### config.mk
export PLATFORM = sky130hd
export DESIGN_NAME = ls245_bus_arbiter
export DESIGN_NICKNAME = d
export VERILOG_FILES = /design/src/rtl/ls245_arb_pkg.sv /design/src/rtl/ls245_arb_pick.sv /design/src/rtl/ls245_bus_arbiter.sv
export SDC_FILE = /design/constraint.sdc
export NUM_CORES = 1
export LEC_CHECK = 0
export ABC_AREA = 1
export ABC_CLOCK_PERIOD_IN_PS = 2600
export BUFFER_PORTS_ARGS = -buffer_cell sky130_fd_sc_hd__buf_2
export CAP_MARGIN = 20
export CORE_MARGIN = 2
export CORE_UTILIZATION = 55
export CTS_CLUSTER_SIZE = 10
export DETAILED_ROUTE_END_ITERATION = 12
export PLACE_DENSITY = 0.76
export SLEW_MARGIN = 20
export SYNTH_ARGS = -nofsm -noshare
export SYNTH_HDL_FRONTEND = slang
export SYNTH_SLANG_ARGS = --single-unit
### constraint.sdc
create_clock -name clk -period 2.6 [get_ports clk]
set_input_delay 0.39 -clock clk [delete_from_list [all_inputs] [get_ports clk]]
set_output_delay 0.39 -clock clk [all_outputs]
set_load 0.05 [all_outputs]
### src/rtl/ls245_arb_pkg.sv
// Shared types and constants for the LS245 two-requester bus arbiter.
// Optional round-robin tie-break is selected with ARB_ROUND_ROBIN_EN.
package ls245_arb_pkg;

    localparam int unsigned NREQ = 2;

    localparam logic DIR_A2B = 1'b1;
    localparam logic DIR_B2A = 1'b0;

    typedef enum logic [1:0] {
        StIdle,
        StTurn,
        StOwn
    } arb_state_e;

endpackage

### src/rtl/ls245_arb_pick.sv
// Combinational winner select for the LS245 bus arbiter.
// ARB_ROUND_ROBIN_EN: ties go to the requester not served last; otherwise requester 0 wins.
module ls245_arb_pick
    import ls245_arb_pkg::*;
(
    input  logic [NREQ-1:0] req,
    input  logic            last_served,
    output logic            valid,
    output logic            winner
);

    always_comb begin
        valid = |req;
`ifdef ARB_ROUND_ROBIN_EN
        if (req[0] && req[1]) begin
            winner = ~last_served;
        end else begin
            winner = ~req[0];
        end
`else
        winner = ~req[0];
`endif
    end

`ifndef ARB_ROUND_ROBIN_EN
    logic unused_last_served;
    assign unused_last_served = last_served;
`endif

endmodule

### src/rtl/ls245_bus_arbiter.sv
// Arbiter/sequencer driving OE and DIR of two LS245 transceivers sharing one bus.
// ARB_ROUND_ROBIN_EN selects round-robin tie-break in ls245_arb_pick.
module ls245_bus_arbiter
    import ls245_arb_pkg::*;
#(
    parameter int unsigned DEAD_CYCLES = 1,
    parameter int unsigned HOLD_MAX    = 16
) (
    input  logic            clk,
    input  logic            rst_n,
    input  logic [NREQ-1:0] req,
    input  logic [NREQ-1:0] we,
    output logic [NREQ-1:0] gnt,
    output logic [NREQ-1:0] oe,
    output logic [NREQ-1:0] dir,
    output logic            timeout
);

    localparam int unsigned HoldW = (HOLD_MAX == 0) ? 1 : $clog2(HOLD_MAX + 1);
    localparam logic [HoldW-1:0] HoldLim = HoldW'(HOLD_MAX);

    // TURN exits on the edge where the counter is zero, so the load value sets the
    // number of all-off cycles. From IDLE one extra cycle is spent; a direction change
    // needs at least two so DIR can move on an edge with OE low on both sides.
    localparam logic [2:0] DeadIdle = 3'(DEAD_CYCLES);
    localparam logic [2:0] DeadPre  = 3'(DEAD_CYCLES - 1);
    localparam logic [2:0] DeadDir  = (DEAD_CYCLES > 1) ? 3'(DEAD_CYCLES - 1) : 3'd1;

    arb_state_e       state_q, state_d;
    logic             owner_q, owner_d;
    logic [2:0]       dead_q, dead_d;
    logic [HoldW-1:0] hold_q, hold_d;
    logic             last_served_q, last_served_d;
    logic [NREQ-1:0]  dir_q, dir_d;
    logic [NREQ-1:0]  oe_q, oe_d;
    logic             timeout_q, timeout_d;
    logic             other;
    logic             pick_valid;
    logic             pick_winner;

    ls245_arb_pick u_pick (
        .req         (req),
        .last_served (last_served_q),
        .valid       (pick_valid),
        .winner      (pick_winner)
    );

    assign other = ~owner_q;

    always_comb begin
        state_d       = state_q;
        owner_d       = owner_q;
        dead_d        = dead_q;
        hold_d        = hold_q;
        last_served_d = last_served_q;
        dir_d         = dir_q;
        timeout_d     = 1'b0;
        oe_d          = '0;

        unique case (state_q)
            StIdle: begin
                if (pick_valid) begin
                    owner_d              = pick_winner;
                    dir_d[pick_winner]   = we[pick_winner];
                    dead_d               = DeadIdle;
                    state_d              = StTurn;
                end
            end
            StTurn: begin
                if (!req[owner_q]) begin
                    state_d = StIdle;
                end else if (dead_q == 3'd0) begin
                    state_d       = StOwn;
                    hold_d        = HoldW'(1);
                    last_served_d = owner_q;
                end else begin
                    // OE is low before and after this edge, so DIR may follow WE here.
                    dead_d         = dead_q - 3'd1;
                    dir_d[owner_q] = we[owner_q];
                end
            end
            StOwn: begin
                if (hold_q != HoldLim) begin
                    hold_d = hold_q + HoldW'(1);
                end
                if (!req[owner_q]) begin
                    state_d = StIdle;
                end else if ((HOLD_MAX != 0) && (hold_q == HoldLim) && req[other]) begin
                    timeout_d    = 1'b1;
                    owner_d      = other;
                    dir_d[other] = we[other];
                    dead_d       = DeadPre;
                    state_d      = StTurn;
                end else if (we[owner_q] != dir_q[owner_q]) begin
                    dead_d  = DeadDir;
                    state_d = StTurn;
                end
            end
            default: begin
                state_d = StIdle;
            end
        endcase

        if (state_d == StOwn) begin
            oe_d[owner_d] = 1'b1;
        end
    end

    always_ff @(posedge clk or negedge rst_n) begin
        if (!rst_n) begin
            state_q       <= StIdle;
            owner_q       <= 1'b0;
            dead_q        <= 3'd0;
            hold_q        <= '0;
            last_served_q <= 1'b1;
            dir_q         <= {NREQ{DIR_B2A}};
            oe_q          <= '0;
            timeout_q     <= 1'b0;
        end else begin
            state_q       <= state_d;
            owner_q       <= owner_d;
            dead_q        <= dead_d;
            hold_q        <= hold_d;
            last_served_q <= last_served_d;
            dir_q         <= dir_d;
            oe_q          <= oe_d;
            timeout_q     <= timeout_d;
        end
    end

    assign gnt     = oe_q;
    assign oe      = oe_q;
    assign dir     = dir_q;
    assign timeout = timeout_q;

endmodule
==> qor_table.md, run 1 <==
| Group | Metric | Reported |
|---|---|---|
| outcome | Status | completed |
| routing | Via density per instance | 5.14 |
| clocking | Post-cts repair resize count | 0 |
| power and ir drop | Power Dens Cells | 1040 nW/um^2 |
| final layout | Layout cell share with drive strength beyond 1 | 17.9% |
| final layout | Area growth from synthesis to final layout | 8.74% |
| logic synthesis | Synthesized instance count | 150 |
| global route | Global-route wire length before repair | 4110 microns |
| routing | Average routed wire per standard cell | 11.5 microns |
| sta | Worst Skew | 0.00217 ns |
| sta | Setup total negative slack | 0 ns |
| global route | Antenna violations before repair | 0 |
| routing | Met2 Routed Length | 1020 microns |
| sta | Final number of hold-violating endpoints | 0 |
| floorplanning | Full die area | 2440 sq um |
| clocking | Clock latency of the later-clocked register in the worst-skew pair | 0.28 ns |
| setup path | Crit end category | flop |
| clocking | Root cell of the clock tree | sky130_fd_sc_hd__clkbuf_4 |
| logic synthesis | Sequential fraction of the synthesis area | 35.4% |
| sta | Post-route clock period utilization | 68.4% |
| setup path | Worst EP required | 2.77 ns |
| final layout | Final design area excluding fillers | 1230 sq um |
| place | HPWL after detailed placement | 1730 microns |
| logic synthesis | Register bit total from synthesis | 16 |
| sta | Final count of negative-setup-slack endpoints | 0 |
| clocking | Clock-pin slew on the worst setup and hold paths | 0.09 ns |
| final layout | Number of diodes | 0 |
| clocking | Total clock sinks | 16 |
| routing | Uppermost layer routed | met3 |
| setup path | Element type at the critical path start | flop |
| floorplanning | I/O pin count | 13 |
| floorplanning | Placeable Area | 1940 sq um |
| clocking | Clock tree from TritonCTS | done |
| routing | Sum of routed wire segments on met1 | 1080 microns |
| setup path | Worst Path Class, Setup | flop to flop |
| sta | Time the final worst path needs with I/O delays and setup | 1.78 ns |
| sta | Transition time of the tightest slew-check pin | 0.426 ns |
| logic synthesis | Number of warnings reported in the yosys synthesis log | 0 |
| global route | Global-route total usage across every layer | 21.4% |
| clocking | Number of buffers on the longest clock path | 2 |
| routing | Final routed DRC violation total | 0 |
| clocking | Hold_buf cts | 0 |
| flow run | Max-cap violation count | 0 |
| final layout | Filler-free cell count of the finished design | 189 |
| routing | Antenna viol nets, final | 0 |
| power and ir drop | Maximum resistive drop on vdd | 0.709 mV |
| place | Placed cell areas | 1190 sq um |
| setup path | Critical register-to-register path startpoint | state_q[0]$_DFF_PN0_ |
| setup path | CP Max Fanout | 7 |
| sta | Slew Limit Fails | 0 |
| logic synthesis | Net count after synthesis | 164 |
| place | Routability Congestion | 0.847 |
| clocking | TritonCTS Buffers | 3 |
| place | Total of buffers placed on input and output ports | 12 |
| setup path | Worst reg-to-reg setup slack | 0.82 ns |
| logic synthesis | Syn Std Cell Area | 1130 sq um |
| final layout | Nets@finish | 177 |
| routing | Routed met3 length | 61 microns |
| floorplanning | Die height | 49.4 microns |
| routing | Violation count after the first detailed-routing iteration | 33 |
| place | Placed cells | 185 |
| worst hold path | Worst Hold Class | input port to async pin |
| clocking | Post-CTS setup repair buffer count | 0 |
| sta | Normalized max-slew margin | 71.6% |
| setup path | First element of the critical path | state_q[0]$_DFF_PN0_ |
| sta | RSZ-0062 raised after global routing | false |
| floorplanning | Initial Utilization | 58.2% |
| global route | Leftover overflow at the end of global routing | 0 |
| global route | Maximum number of pins on one net before global-route repair | 17 |
| routing | Total wirelength of the detailed-routed design | 2170 microns |
| routing | Via count | 972 |
| floorplanning | Std-Cell Rows | 16 |
| global route | Vias in the first global route | 929 |
| routing | Number of detailed-route iterations in the first pass | 4 |
| power and ir drop | Leakage power figure | 0.636 nW |
| clocking | Number of H-tree branching levels | 1 |
| logic synthesis | Unique masters post-synth | 25 |
| setup path | Data arrival, critical path | 1.95 ns |
| floorplanning | Horiz. Die Dim | 49.4 microns |
| logic synthesis | Average size of a mapped cell | 7.54 sq um |
| sta | Achievable frequency | 0.563 GHz |
==> layout make-up <==
class                      instances  area, sq um
sequential                        16          400
clock buffer                       4         36.3
multi-input combinational        106          609
fill                             188          712
tap                               27         33.8
timing repair buffer              12         60.1
inverter                          24         90.1
==> routing by layer <==
layer	GRT usage, %	vias to the layer above
met1	30.1	451
met3	4.29	0
met2	33.8	14
met5	0	-
met4	4.76	0
li1	-	507
==> cell usage in the layout, fill, tap and decap left out <==
| cell type | Yosys | final |
|---|---|---|
| sky130_fd_sc_hd__dfrtp_1 | 16 | 16 |
| sky130_fd_sc_hd__nor2_1 | 14 | 14 |
| sky130_fd_sc_hd__buf_2 | 1 | 12 |
| sky130_fd_sc_hd__a21boi_0 | 1 | 1 |
| sky130_fd_sc_hd__a21oi_1 | 9 | 9 |
| sky130_fd_sc_hd__nand2_1 | 24 | 24 |
| sky130_fd_sc_hd__o21ai_0 | 13 | 13 |
| sky130_fd_sc_hd__clkbuf_4 | 0 | 3 |
| sky130_fd_sc_hd__a2bb2oi_1 | 1 | 1 |
| sky130_fd_sc_hd__clkbuf_8 | 0 | 1 |
| sky130_fd_sc_hd__a31oi_1 | 1 | 1 |
| sky130_fd_sc_hd__nand2_2 | 5 | 5 |
| sky130_fd_sc_hd__nor3_1 | 2 | 2 |
| sky130_fd_sc_hd__o21ai_1 | 1 | 1 |
| sky130_fd_sc_hd__xor2_1 | 4 | 4 |
| sky130_fd_sc_hd__nand3_2 | 1 | 1 |
| sky130_fd_sc_hd__inv_1 | 24 | 24 |
| sky130_fd_sc_hd__ha_1 | 8 | 8 |
| sky130_fd_sc_hd__o21ai_2 | 2 | 2 |
| sky130_fd_sc_hd__nand3_1 | 9 | 9 |
| sky130_fd_sc_hd__o22ai_1 | 1 | 1 |
| sky130_fd_sc_hd__o31ai_1 | 3 | 3 |
| sky130_fd_sc_hd__o221ai_1 | 2 | 2 |
| sky130_fd_sc_hd__a21oi_2 | 1 | 1 |
| sky130_fd_sc_hd__nor2_2 | 4 | 4 |
==> critical path: stages (launching register included) <==
cell and delay, ns:
sky130_fd_sc_hd__dfrtp_1 0.40, sky130_fd_sc_hd__inv_1 0.12, sky130_fd_sc_hd__ha_1 0.31, sky130_fd_sc_hd__inv_1 0.23
sky130_fd_sc_hd__a21oi_2 0.09, sky130_fd_sc_hd__nor2_2 0.11, sky130_fd_sc_hd__nand2_1 0.12, sky130_fd_sc_hd__a21oi_1 0.19
sky130_fd_sc_hd__o21ai_0 0.10
==> where the power goes <==
group / internal, mW / switching, mW
combinational: 0.244 / 0.480
clock: 0.0852 / 0.0790
sequential: 0.314 / 0.0741
total: 0.643 / 0.633
==> cell families (layout without fill, tap and decap cells) <==
family,count (synthesis),count (layout),share of synthesized area [%]
DFF,16,16,35.4
adders and majority gates,8,8,8.85
buffers and inverters,28,40,10.7
and+or+nand+nor,59,59,23.3
xor gates and xnor gates,4,4,3.10
AOI/OAI and AO/OA,35,35,18.6
==> stage by stage <==
step	utilization, %	power, mW	setup slack (ns)	hold slack [ns]
after floorplan	-	0.978	1.12	0.0944
after global routing	63.3	1.41	0.584	0.0247
after global placement	61.5	1.10	0.877	0.324
after detailed placement	61.5	1.11	0.852	0.331
final	63.3	1.28	0.822	0.00293
after CTS	63.3	1.28	0.841	0.00603
==> final timing paths <==
kind	end	cells past startpoint
setup / recovery	flop	8
hold / removal	dead_q[1]$_DFFE_PN0P_	1
setup reg to reg	flop	8
hold reg to reg	dead_q[1]$_DFFE_PN0P_	2
max in group asynchronous	hold_q[3]$_DFFE_PN0P_	1
min in group clk	flop	5
==> cells in the mapped netlist <==
library cell / count / area (sq um)
sky130_fd_sc_hd__dfrtp_1: 16 / 400
sky130_fd_sc_hd__buf_4: 2 / 15.0
sky130_fd_sc_hd__a21oi_1: 9 / 45.0
sky130_fd_sc_hd__o22ai_1: 1 / 6.26
sky130_fd_sc_hd__nand3_1: 9 / 45.0
sky130_fd_sc_hd__a21boi_0: 1 / 7.51
sky130_fd_sc_hd__o31ai_1: 3 / 22.5
sky130_fd_sc_hd__a31oi_1: 1 / 6.26
sky130_fd_sc_hd__inv_1: 24 / 90.1
sky130_fd_sc_hd__a21oi_2: 1 / 8.76
sky130_fd_sc_hd__xor2_1: 4 / 35.0
sky130_fd_sc_hd__o21ai_1: 1 / 5.00
sky130_fd_sc_hd__a2bb2oi_1: 1 / 8.76
sky130_fd_sc_hd__nor2_2: 4 / 25.0
sky130_fd_sc_hd__o221ai_1: 2 / 17.5
sky130_fd_sc_hd__nand2_1: 24 / 90.1
sky130_fd_sc_hd__nor2_1: 14 / 52.6
sky130_fd_sc_hd__buf_6: 1 / 11.3
sky130_fd_sc_hd__o21ai_0: 13 / 65.1
sky130_fd_sc_hd__nand2_2: 5 / 31.3
sky130_fd_sc_hd__o21ai_2: 2 / 17.5
sky130_fd_sc_hd__buf_2: 1 / 5.00
sky130_fd_sc_hd__nand3_2: 1 / 10.0
sky130_fd_sc_hd__ha_1: 8 / 100
sky130_fd_sc_hd__nor3_1: 2 / 10.0
No activity file was read; power rests on OpenSTA's default activity.
==> inputs of run 2 (changes only) <==
--- a/config.mk
+++ b/config.mk
@@ -5,15 +5,15 @@
 export SDC_FILE = /design/constraint.sdc
 export NUM_CORES = 1
 export LEC_CHECK = 0
-export ABC_AREA = 1
-export ABC_CLOCK_PERIOD_IN_PS = 2600
+export ABC_AREA = 0
+export ABC_CLOCK_PERIOD_IN_PS = 1500
 export BUFFER_PORTS_ARGS = -buffer_cell sky130_fd_sc_hd__buf_2
 export CAP_MARGIN = 20
 export CORE_MARGIN = 2
-export CORE_UTILIZATION = 55
+export CORE_UTILIZATION = 52
 export CTS_CLUSTER_SIZE = 10
 export DETAILED_ROUTE_END_ITERATION = 12
-export PLACE_DENSITY = 0.76
+export PLACE_DENSITY = 0.74
 export SLEW_MARGIN = 20
 export SYNTH_ARGS = -nofsm -noshare
 export SYNTH_HDL_FRONTEND = slang
==> constraint.sdc (replaced) <==
create_clock -name clk -period 1.5 [get_ports clk]
set_input_delay 0.225 -clock clk [delete_from_list [all_inputs] [get_ports clk]]
set_output_delay 0.225 -clock clk [all_outputs]
set_load 0.05 [all_outputs]
==> run 2 against run 1 <==
The run now ends with negative setup slack left. Flip-flop and latch count unchanged. Synthesized cell count decreased by 6.7%. Highest routed layer is now met4. Hold slack improved by 0.26 ns. Combinational power increased to 4.2 times the previous value. Area after synthesis increased by 16%.
==> qor_table.md, run 2 <==
| Group | Metric | Reported | Change |
|---|---|---|---|
| final layout | Nets@finish | 206 | was 177 |
| logic synthesis | Synthesized-area fraction occupied by ao, oa, aoi and oai cells | 22.6% | was 18.6% |
| floorplanning | Placeable Area | 2430 sq um | was 1940 sq um |
| setup path | Ordered cell list for the critical path | inv_4 > ha_4 > nor3b_4 > nor3_4 > o211ai_4 > buf_6 > a211o_1 | was inv_1 > ha_1 > inv_1 > a21oi_2 > nor2_2 > nand2_1 > a21oi_1 > o21ai_0 |
| sta | Slew Limit Fails | 0 | unchanged |
| logic synthesis | Library cell occupying the most area in the post-synthesis netlist | sky130_fd_sc_hd__dfrtp_1 | unchanged |
| floorplanning | Initial Utilization | 54.2% | was 58.2% |
| sta | Worst Skew | 0.00615 ns | was 0.00217 ns |
| logic synthesis | Multiplexer area fraction after synthesis | 6.46% | was 0% |
| power and ir drop | Maximum resistive drop on vdd | 1.70 mV | was 0.709 mV |
| logic synthesis | Unique masters post-synth | 50 | was 25 |
| logic synthesis | Synthesized instance count | 140 | was 150 |
| logic synthesis | Most frequent cell after synthesis | sky130_fd_sc_hd__dfrtp_1 |  |
| logic synthesis | Share of async-settable or async-resettable flops after synthesis | 100% | unchanged |
| logic synthesis | Synth Area in Adders | 7.60% | was 8.85% |
| setup path | Number of buffers and inverters on the critical path | 2 | unchanged |
| sta | Achievable frequency | 0.581 GHz | was 0.563 GHz |
| floorplanning | I/O pin count | 13 | unchanged |
| routing | Violation count after the first detailed-routing iteration | 30 | was 33 |
| floorplanning | Horiz. Die Dim | 54.3 microns | was 49.4 microns |
| final layout | Commonest cells after routing, fill and taps aside | sky130_fd_sc_hd__buf_4, sky130_fd_sc_hd__dfrtp_1, sky130_fd_sc_hd__buf_2, sky130_fd_sc_hd__buf_6, sky130_fd_sc_hd__nand2_1 | was sky130_fd_sc_hd__inv_1, sky130_fd_sc_hd__nand2_1, sky130_fd_sc_hd__dfrtp_1, sky130_fd_sc_hd__nor2_1, sky130_fd_sc_hd__o21ai_0 |
| routing | Total wirelength of the detailed-routed design | 4050 microns | was 2170 microns |
| power and ir drop | Register share of total power | 18.2% | was 30.4% |
| power and ir drop | Sw Ratio | 45.7% | was 49.6% |
| final layout | Filler-free cell count of the finished design | 221 | was 189 |
| outcome | Failing checks | negative setup slack |  |
| floorplanning | Die height | 54.3 microns | was 49.4 microns |
| place | Routability Congestion | 0.815 | was 0.847 |
| logic synthesis | Syn Std Cell Area | 1320 sq um | was 1130 sq um |
| power and ir drop | Total internal power | 2.24 mW | was 0.643 mW |
| global route | Global-route total usage across every layer | 25.2% | was 21.4% |
| power and ir drop | Clk pwr share | 7.7% | was 12.9% |
| sta | Setup ws final | -0.220 ns | was 0.822 ns |
| logic synthesis | Commonest register cell after synthesis | sky130_fd_sc_hd__dfrtp_1 | unchanged |
| setup path | Worst Path Class, Setup | flop to flop | unchanged |
| flow run | Max-cap violation count | 0 | unchanged |
| sta | Post-route clock period utilization | 115% | was 68.4% |
| clocking | Number of buffers on the longest clock path | 2 | unchanged |
| place | HPWL after detailed placement | 2400 microns | was 1730 microns |
| power and ir drop | Logic gate share of total power | 74.2% | was 56.7% |
| setup path | Worst EP required | 1.70 ns | was 2.77 ns |
| clocking | Clock latency of the later-clocked register in the worst-skew pair | 0.30 ns | was 0.28 ns |
| worst hold path | Worst Hold Class | input port to flop | was input port to async pin |
| final layout | Area growth from synthesis to final layout | 51.7% | was 8.74% |
| logic synthesis | Average size of a mapped cell | 9.41 sq um | was 7.54 sq um |
| global route | Antenna violations before repair | 0 | unchanged |
| sta | Final number of hold-violating endpoints | 0 | unchanged |
| routing | Final routed DRC violation total | 0 | unchanged |
| logic synthesis | Number of warnings reported in the yosys synthesis log | 0 | unchanged |
| routing | Via count | 1322 | was 972 |
| power and ir drop | Leakage power figure | 0.847 nW | was 0.636 nW |
| global route | Leftover overflow at the end of global routing | 0 | unchanged |
| place | Placed cells | 212 | was 185 |
| logic synthesis | Main combinational cell family by area after synthesis | simple AND/OR/NAND/NOR gates | unchanged |
| sta | RSZ-0062 raised after global routing | true | was false |
| logic synthesis | Net count after synthesis | 154 | was 164 |
| logic synthesis | Top cell type's share of synthesized area | 30.4% | was 35.4% |
| final layout | Layout cell share with drive strength beyond 1 | 62.3% | was 17.9% |
| sta | Transition time of the tightest slew-check pin | 0.476 ns | was 0.426 ns |
| global route | Maximum number of pins on one net before global-route repair | 17 | unchanged |
| clocking | Total clock sinks | 16 | unchanged |
| setup path | Crit end category | flop | unchanged |
| place | Total of buffers placed on input and output ports | 12 | unchanged |
| clocking | Root cell of the clock tree | sky130_fd_sc_hd__clkbuf_4 | unchanged |
| global route | Vias in the first global route | 1159 | was 929 |
| outcome | Status | finished, violations left | was completed |
| global route | Global-route wire length before repair | 5290 microns | was 4110 microns |
| place | Setup slack after placement | -0.229 ns | was 0.852 ns |
| sta | Time the final worst path needs with I/O delays and setup | 1.72 ns | was 1.78 ns |
| sta | Normalized max-slew margin | 68.0% | was 71.6% |
| clocking | Number of H-tree branching levels | 1 | unchanged |
| routing | Average routed wire per standard cell | 18.3 microns | was 11.5 microns |
| routing | Antenna viol nets, final | 0 | unchanged |
| floorplanning | Std-Cell Rows | 18 | was 16 |
| logic synthesis | Register bit total from synthesis | 16 | unchanged |
| logic synthesis | Simple-Gate Fraction of Synth Area | 24.6% | was 23.3% |
| final layout | Final core utilization | 82.2% | was 63.3% |
| setup path | Worst-path cell with the longest stage delay | sky130_fd_sc_hd__dfrtp_2 | was sky130_fd_sc_hd__dfrtp_1 |
| power and ir drop | Power dissipated by switching net loads | 1.89 mW | was 0.633 mW |
| final layout | Final design area excluding fillers | 2000 sq um | was 1230 sq um |
| clocking | TritonCTS Buffers | 3 | unchanged |
| routing | Number of detailed-route iterations in the first pass | 4 | unchanged |
| setup path | Data arrival, critical path | 1.92 ns | was 1.95 ns |
| floorplanning | Full die area | 2950 sq um | was 2440 sq um |
| sta | Final hold slack | 0.262 ns | was 0.00293 ns |
| final layout | Most common cell after layout, fill and taps aside | sky130_fd_sc_hd__buf_4 |  |
| routing | Via density per instance | 5.98 | was 5.14 |
| setup path | Highest cell delay on the worst timing path | 0.45 ns | was 0.40 ns |
| final layout | Number of diodes | 0 | unchanged |
| logic synthesis | Largest cells by area after synthesis | sky130_fd_sc_hd__dfrtp_1, sky130_fd_sc_hd__ha_1, sky130_fd_sc_hd__a21oi_1 | was sky130_fd_sc_hd__dfrtp_1, sky130_fd_sc_hd__ha_1, sky130_fd_sc_hd__inv_1 |
| setup path | Element type at the critical path start | flop | unchanged |
| setup path | Dominant delay contributor by cell family on the critical path | flip-flops | unchanged |
| final layout | Layout fillers | 139 | was 188 |
| logic synthesis | Number of synthesized flops with an enable pin | 0 | unchanged |
| logic synthesis | Sequential fraction of the synthesis area | 30.4% | was 35.4% |
| place | Placed cell areas | 1710 sq um | was 1190 sq um |
| power and ir drop | Power Dens Cells | 2060 nW/um^2 | was 1040 nW/um^2 |
| sta | Final count of negative-setup-slack endpoints | 11 | was 0 |
| logic synthesis | Synth Area in XOR/XNOR | 1.33% | was 3.10% |
| clocking | Clock tree from TritonCTS | done | unchanged |
| clocking | Clock-pin slew on the worst setup and hold paths | 0.12 ns | was 0.09 ns |
| setup path | CP Max Fanout | 4 | was 7 |
| logic synthesis | Leading cell types by count after synthesis | sky130_fd_sc_hd__dfrtp_1, sky130_fd_sc_hd__a21oi_1, sky130_fd_sc_hd__inv_1 | was sky130_fd_sc_hd__inv_1, sky130_fd_sc_hd__nand2_1, sky130_fd_sc_hd__dfrtp_1 |
## run 2: power by group through the flow
stage / logic (mW) / clock network, mW / registers (mW)
final: 3.06 / 0.317 / 0.749
after global routing: 3.25 / 0.331 / 0.766
after CTS: 2.55 / 0.309 / 0.722
after detailed placement: 2.31 / 0 / 0.728
after global placement: 2.24 / 0 / 0.718
after floorplan: 1.31 / 0 / 0.887
## run 2: layout make-up
class,instances,area [sq um],area share (%)
flip-flops and latches,16,405,20.3
well taps,30,37.5,1.88
multi-input cells,106,1060,53.1
inverters,11,46.3,2.32
clock buffers,4,36.3,1.82
repair buffers,54,412,20.6
## run 2: repair_timing
action	in CTS	in global routing
cloned	0	0
hold endpoints to repair	16	0
buffers inserted	2	3
pin swaps	4	9
hold buffers	1	0
endpoints found under the setup margin	15	14
gates resized for setup	13	37
## run 2: worst paths after layout
| kind | start | end | slack, ns | cells after the start |
|---|---|---|---|---|
| setup / recovery | state_q[0]$_DFF_PN0_ | dead_q[2]$_DFFE_PN0P_ | -0.22 | 7 |
| min in group asynchronous | rst_n | timeout$_DFF_PN0_ | 0.37 | 2 |
| max in group asynchronous | rst_n | async pin | 0.82 | 2 |
| hold / removal | req[1] | timeout$_DFF_PN0_ | 0.26 | 3 |
| hold reg to reg | dead_q[1]$_DFFE_PN0P_ | dead_q[1]$_DFFE_PN0P_ | 0.56 | 2 |
| setup reg to reg | state_q[0]$_DFF_PN0_ | dead_q[2]$_DFFE_PN0P_ | -0.22 | 7 |
## run 2: layer usage
metal / GRT usage (%) / routed length (microns) / part of all wire [%] / up-vias
met2: 42.8 / 2130 / 53 / 53
met3: 3.83 / 211 / 5.2 / 8
li1: - / - / - / 612
met5: 0 / 0 / 0 / -
met4: 8.33 / 53 / 1.3 / 0
met1: 32.5 / 1660 / 41 / 649
## run 2: worst register-to-register path, cell delays in order, from the launching register on
cell	delay, ns
sky130_fd_sc_hd__dfrtp_2	0.45
sky130_fd_sc_hd__inv_4	0.07
sky130_fd_sc_hd__ha_4	0.16
sky130_fd_sc_hd__nor3b_4	0.16
sky130_fd_sc_hd__nor3_4	0.25
sky130_fd_sc_hd__o211ai_4	0.13
sky130_fd_sc_hd__buf_6	0.15
sky130_fd_sc_hd__a211o_1	0.25
## run 2: kinds of logic after synthesis
logic type / Yosys count
xor+xnor: 2
flops: 16
simple gates: 51
fa+ha+maj: 8
mux: 7
buf+inv: 18
compound gates: 38
## run 2: through the flow
step / TNS, ns / power, mW
after floorplan: -0.223 / 2.19
after global placement: -1.51 / 2.96
after detailed placement: -2.24 / 3.04
after CTS: -1.49 / 3.58
after global routing: -2.02 / 4.34
final: -1.23 / 4.12
==> inputs of run 3 (changes only) <==
--- a/config.mk
+++ b/config.mk
@@ -11,6 +11,7 @@
 export CAP_MARGIN = 20
 export CORE_MARGIN = 2
 export CORE_UTILIZATION = 52
+export CTS_CLUSTER_DIAMETER = 40
 export CTS_CLUSTER_SIZE = 10
 export DETAILED_ROUTE_END_ITERATION = 12
 export PLACE_DENSITY = 0.74
@@ -18,3 +19,4 @@
 export SYNTH_ARGS = -nofsm -noshare
 export SYNTH_HDL_FRONTEND = slang
 export SYNTH_SLANG_ARGS = --single-unit
+export TNS_END_PERCENT = 10
==> run 3 against run 2 <==
The flow still finishes with violations (negative setup slack). Combinational power shrank 15%. Utilization shrank 7.3 points. Non-clock buffer count shrank 3. Hold slack gained 0.0041 ns. Clock skew grew 0.0037 ns. Flip-flop and latch count is the same. Power shrank 12%. Critical path type unchanged. Largest cell class unchanged. Highest routed layer unchanged.
==> qor_table.md, run 3 (same netlist as run 2, synthesis figures left out) <==
| Group | Metric | Reported | Change |
|---|---|---|---|
| global route | Global-route wire length before repair | 5290 microns | about the same |
| floorplanning | Initial Utilization | 54.2% | unchanged |
| place | Placed cell areas | 1680 sq um | was 1710 sq um |
| clocking | Root cell of the clock tree | sky130_fd_sc_hd__clkbuf_4 | unchanged |
| clocking | TritonCTS Buffers | 3 | unchanged |
| floorplanning | Placeable Area | 2430 sq um | unchanged |
| floorplanning | Std-Cell Rows | 18 | unchanged |
| final layout | Commonest cells after routing, fill and taps aside | sky130_fd_sc_hd__buf_4, sky130_fd_sc_hd__dfrtp_1, sky130_fd_sc_hd__buf_2, sky130_fd_sc_hd__nand2_1, sky130_fd_sc_hd__a21oi_1 | was sky130_fd_sc_hd__buf_4, sky130_fd_sc_hd__dfrtp_1, sky130_fd_sc_hd__buf_2, sky130_fd_sc_hd__buf_6, sky130_fd_sc_hd__nand2_1 |
| setup path | CP Max Fanout | 4 | unchanged |
| clocking | Clock latency of the later-clocked register in the worst-skew pair | 0.30 ns | about the same |
| place | Routability Congestion | 0.809 | was 0.815 |
| worst hold path | Worst Hold Class | input port to flop | unchanged |
| routing | Average routed wire per standard cell | 15.2 microns | was 18.3 microns |
| final layout | Layout fillers | 166 | was 139 |
| place | Placed cells | 211 | was 212 |
| flow run | Max-cap violation count | 0 | unchanged |
| final layout | Final core utilization | 74.9% | was 82.2% |
| global route | Global-route total usage across every layer | 24.8% | was 25.2% |
| final layout | Layout cell share with drive strength beyond 1 | 52.1% | was 62.3% |
| sta | Normalized max-slew margin | 68.1% | was 68.0% |
| place | Total of buffers placed on input and output ports | 12 | unchanged |
| floorplanning | Die height | 54.3 microns | unchanged |
| routing | Number of detailed-route iterations in the first pass | 4 | unchanged |
| setup path | Worst EP required | 1.72 ns | was 1.70 ns |
| setup path | Ordered cell list for the critical path | inv_2 > ha_4 > nor3b_4 > nor3_4 > buf_4 > and3_4 > a21oi_2 > a21oi_1 | was inv_4 > ha_4 > nor3b_4 > nor3_4 > o211ai_4 > buf_6 > a211o_1 |
| sta | Final number of hold-violating endpoints | 0 | unchanged |
| setup path | Worst Path Class, Setup | flop to flop | unchanged |
| sta | Final count of negative-setup-slack endpoints | 14 | was 11 |
| global route | Vias in the first global route | 1162 | was 1159 |
| final layout | Most common cell after layout, fill and taps aside | sky130_fd_sc_hd__buf_4 | unchanged |
| global route | Leftover overflow at the end of global routing | 0 | unchanged |
| sta | Transition time of the tightest slew-check pin | 0.475 ns | was 0.476 ns |
| sta | Slew Limit Fails | 0 | unchanged |
| floorplanning | Full die area | 2950 sq um | unchanged |
| clocking | Clock-pin slew on the worst setup and hold paths | 0.12 ns | about the same |
| sta | Achievable frequency | 0.595 GHz | was 0.581 GHz |
| power and ir drop | Sw Ratio | 44.1% | was 45.7% |
| setup path | Number of buffers and inverters on the critical path | 2 | unchanged |
| final layout | Area growth from synthesis to final layout | 38.3% | was 51.7% |
| setup path | Critical Path Stages | 8 | was 7 |
| clocking | Clock tree from TritonCTS | done | unchanged |
| place | Setup slack after placement | -0.224 ns | was -0.229 ns |
| global route | Maximum number of pins on one net before global-route repair | 17 | unchanged |
| routing | Final routed DRC violation total | 0 | unchanged |
| outcome | Failing checks | negative setup slack | unchanged |
| power and ir drop | Maximum resistive drop on vdd | 1.40 mV | was 1.70 mV |
| setup path | Element type at the critical path start | flop | unchanged |
| setup path | Dominant delay contributor by cell family on the critical path | simple AND/OR/NAND/NOR gates | was flip-flops |
| power and ir drop | Leakage power figure | 0.805 nW | was 0.847 nW |
| clocking | Total clock sinks | 16 | unchanged |
| power and ir drop | Register share of total power | 20.2% | was 18.2% |
| setup path | Worst-path cell with the longest stage delay | sky130_fd_sc_hd__dfrtp_1 | was sky130_fd_sc_hd__dfrtp_2 |
| routing | Violation count after the first detailed-routing iteration | 35 | was 30 |
| routing | Via count | 1266 | was 1322 |
| final layout | Final design area excluding fillers | 1820 sq um | was 2000 sq um |
| sta | Setup total negative slack | -1.46 ns | was -1.23 ns |
| setup path | Crit end category | flop | unchanged |
| floorplanning | I/O pin count | 13 | unchanged |
| setup path | Highest cell delay on the worst timing path | 0.44 ns | was 0.45 ns |
| clocking | Number of buffers on the longest clock path | 2 | unchanged |
| power and ir drop | Logic gate share of total power | 71.3% | was 74.2% |
| sta | RSZ-0062 raised after global routing | true | unchanged |
| floorplanning | Horiz. Die Dim | 54.3 microns | unchanged |
| sta | Setup ws final | -0.180 ns | was -0.220 ns |
| power and ir drop | Power dissipated by switching net loads | 1.61 mW | was 1.89 mW |
| setup path | Data arrival, critical path | 1.90 ns | was 1.92 ns |
| sta | Time the final worst path needs with I/O delays and setup | 1.68 ns | was 1.72 ns |
| power and ir drop | Clk pwr share | 8.4% | was 7.7% |
| routing | Via density per instance | 5.81 | was 5.98 |
| global route | Antenna violations before repair | 0 | unchanged |
| sta | Post-route clock period utilization | 112% | was 115% |
| sta | Worst Skew | 0.00990 ns | was 0.00615 ns |
| routing | Total wirelength of the detailed-routed design | 3320 microns | was 4050 microns |
| final layout | Number of diodes | 0 | unchanged |
| place | HPWL after detailed placement | 2350 microns | was 2400 microns |
| setup path | Worst R2R Path Depth | 8 | was 7 |
| power and ir drop | Power Dens Cells | 2000 nW/um^2 | was 2060 nW/um^2 |
| routing | Antenna viol nets, final | 0 | unchanged |
| outcome | Status | finished, violations left | unchanged |
| power and ir drop | Total internal power | 2.03 mW | was 2.24 mW |
| clocking | Number of H-tree branching levels | 1 | unchanged |
| final layout | Filler-free cell count of the finished design | 218 | was 221 |
| worst hold path | Depth of the worst hold-timing path | 3 | unchanged |
| final layout | Nets@finish | 203 | was 206 |
-- run 3: cell count changes in the layout (fill, tap and decap cells not counted), sizes merged --
| cell | before | now |
|---|---|---|
| buf | 53 | 50 |
-- run 3: final timing paths --
path / startpoint / endpoint / slack, ns
worst max-delay path: state_q[1]$_DFF_PN0_ / flop / -0.18
worst min-delay path: req[1] / timeout$_DFF_PN0_ / 0.27
worst max register to register: state_q[1]$_DFF_PN0_ / flop / -0.18
worst min register to register: dead_q[1]$_DFFE_PN0P_ / dead_q[1]$_DFFE_PN0P_ / 0.51
max in group asynchronous: rst_n / async pin / 0.81
min in group asynchronous: rst_n / hold_q[1]$_DFFE_PN0P_ / 0.38
-- run 3: worst register-to-register path, stage by stage, from the launching register on --
cell and delay [ns]:
sky130_fd_sc_hd__dfrtp_1 0.44, sky130_fd_sc_hd__inv_2 0.10, sky130_fd_sc_hd__ha_4 0.17, sky130_fd_sc_hd__nor3b_4 0.16, sky130_fd_sc_hd__nor3_4 0.24, sky130_fd_sc_hd__buf_4 0.15, sky130_fd_sc_hd__and3_4 0.21, sky130_fd_sc_hd__a21oi_2 0.05
sky130_fd_sc_hd__a21oi_1 0.10
-- run 3: layer usage --
layer | track usage, % | part of all wire, % | wire, microns | vias up
met5 | 0 | 0 | 0 | -
met4 | 7.08 | 1.1 | 36 | 0
met3 | 3.55 | 5.0 | 167 | 6
met2 | 44.2 | 51 | 1700 | 46
met1 | 30.9 | 43 | 1410 | 607
li1 | - | - | - | 607
-- run 3: metrics by stage --
step | hold WS, ns | power, mW
5_1_grt | 0.287 | 3.89
4_1_cts | 0.260 | 3.49
2_1_floorplan | -0.0706 | 2.15
3_5_place_dp | 0.160 | 2.99
3_3_place_gp | 0.156 | 2.92
6_report | 0.266 | 3.64
-- run 3: power groups by stage --
stage | Combinational [mW] | Clock (mW) | Sequential, mW
finish | 2.60 | 0.308 | 0.737
global route | 2.79 | 0.333 | 0.760
CTS | 2.46 | 0.304 | 0.732
detailed placement | 2.25 | 0 | 0.738
global placement | 2.19 | 0 | 0.727
floorplan | 1.27 | 0 | 0.883
-- run 3: area by class of cell --
type | instances | area (sq um) | share of cell area, %
clock buffer | 4 | 36.3 | 1.99
inverter | 11 | 43.8 | 2.40
multi-input combinational | 106 | 940 | 51.6
sequential | 16 | 405 | 22.3
tap | 30 | 37.5 | 2.06
timing repair buffer | 51 | 359 | 19.7
-- run 3: repair_timing --
| item | in CTS | in global routing |
|---|---|---|
| gates resized for setup | 13 | 7 |
| setup endpoints to repair | 15 | 15 |
| cloned | 0 | 0 |
| pin swaps | 6 | 5 |
| hold endpoints to repair | 16 | 0 |
| hold buffers | 1 | 0 |
| setup buffers | 1 | 1 |
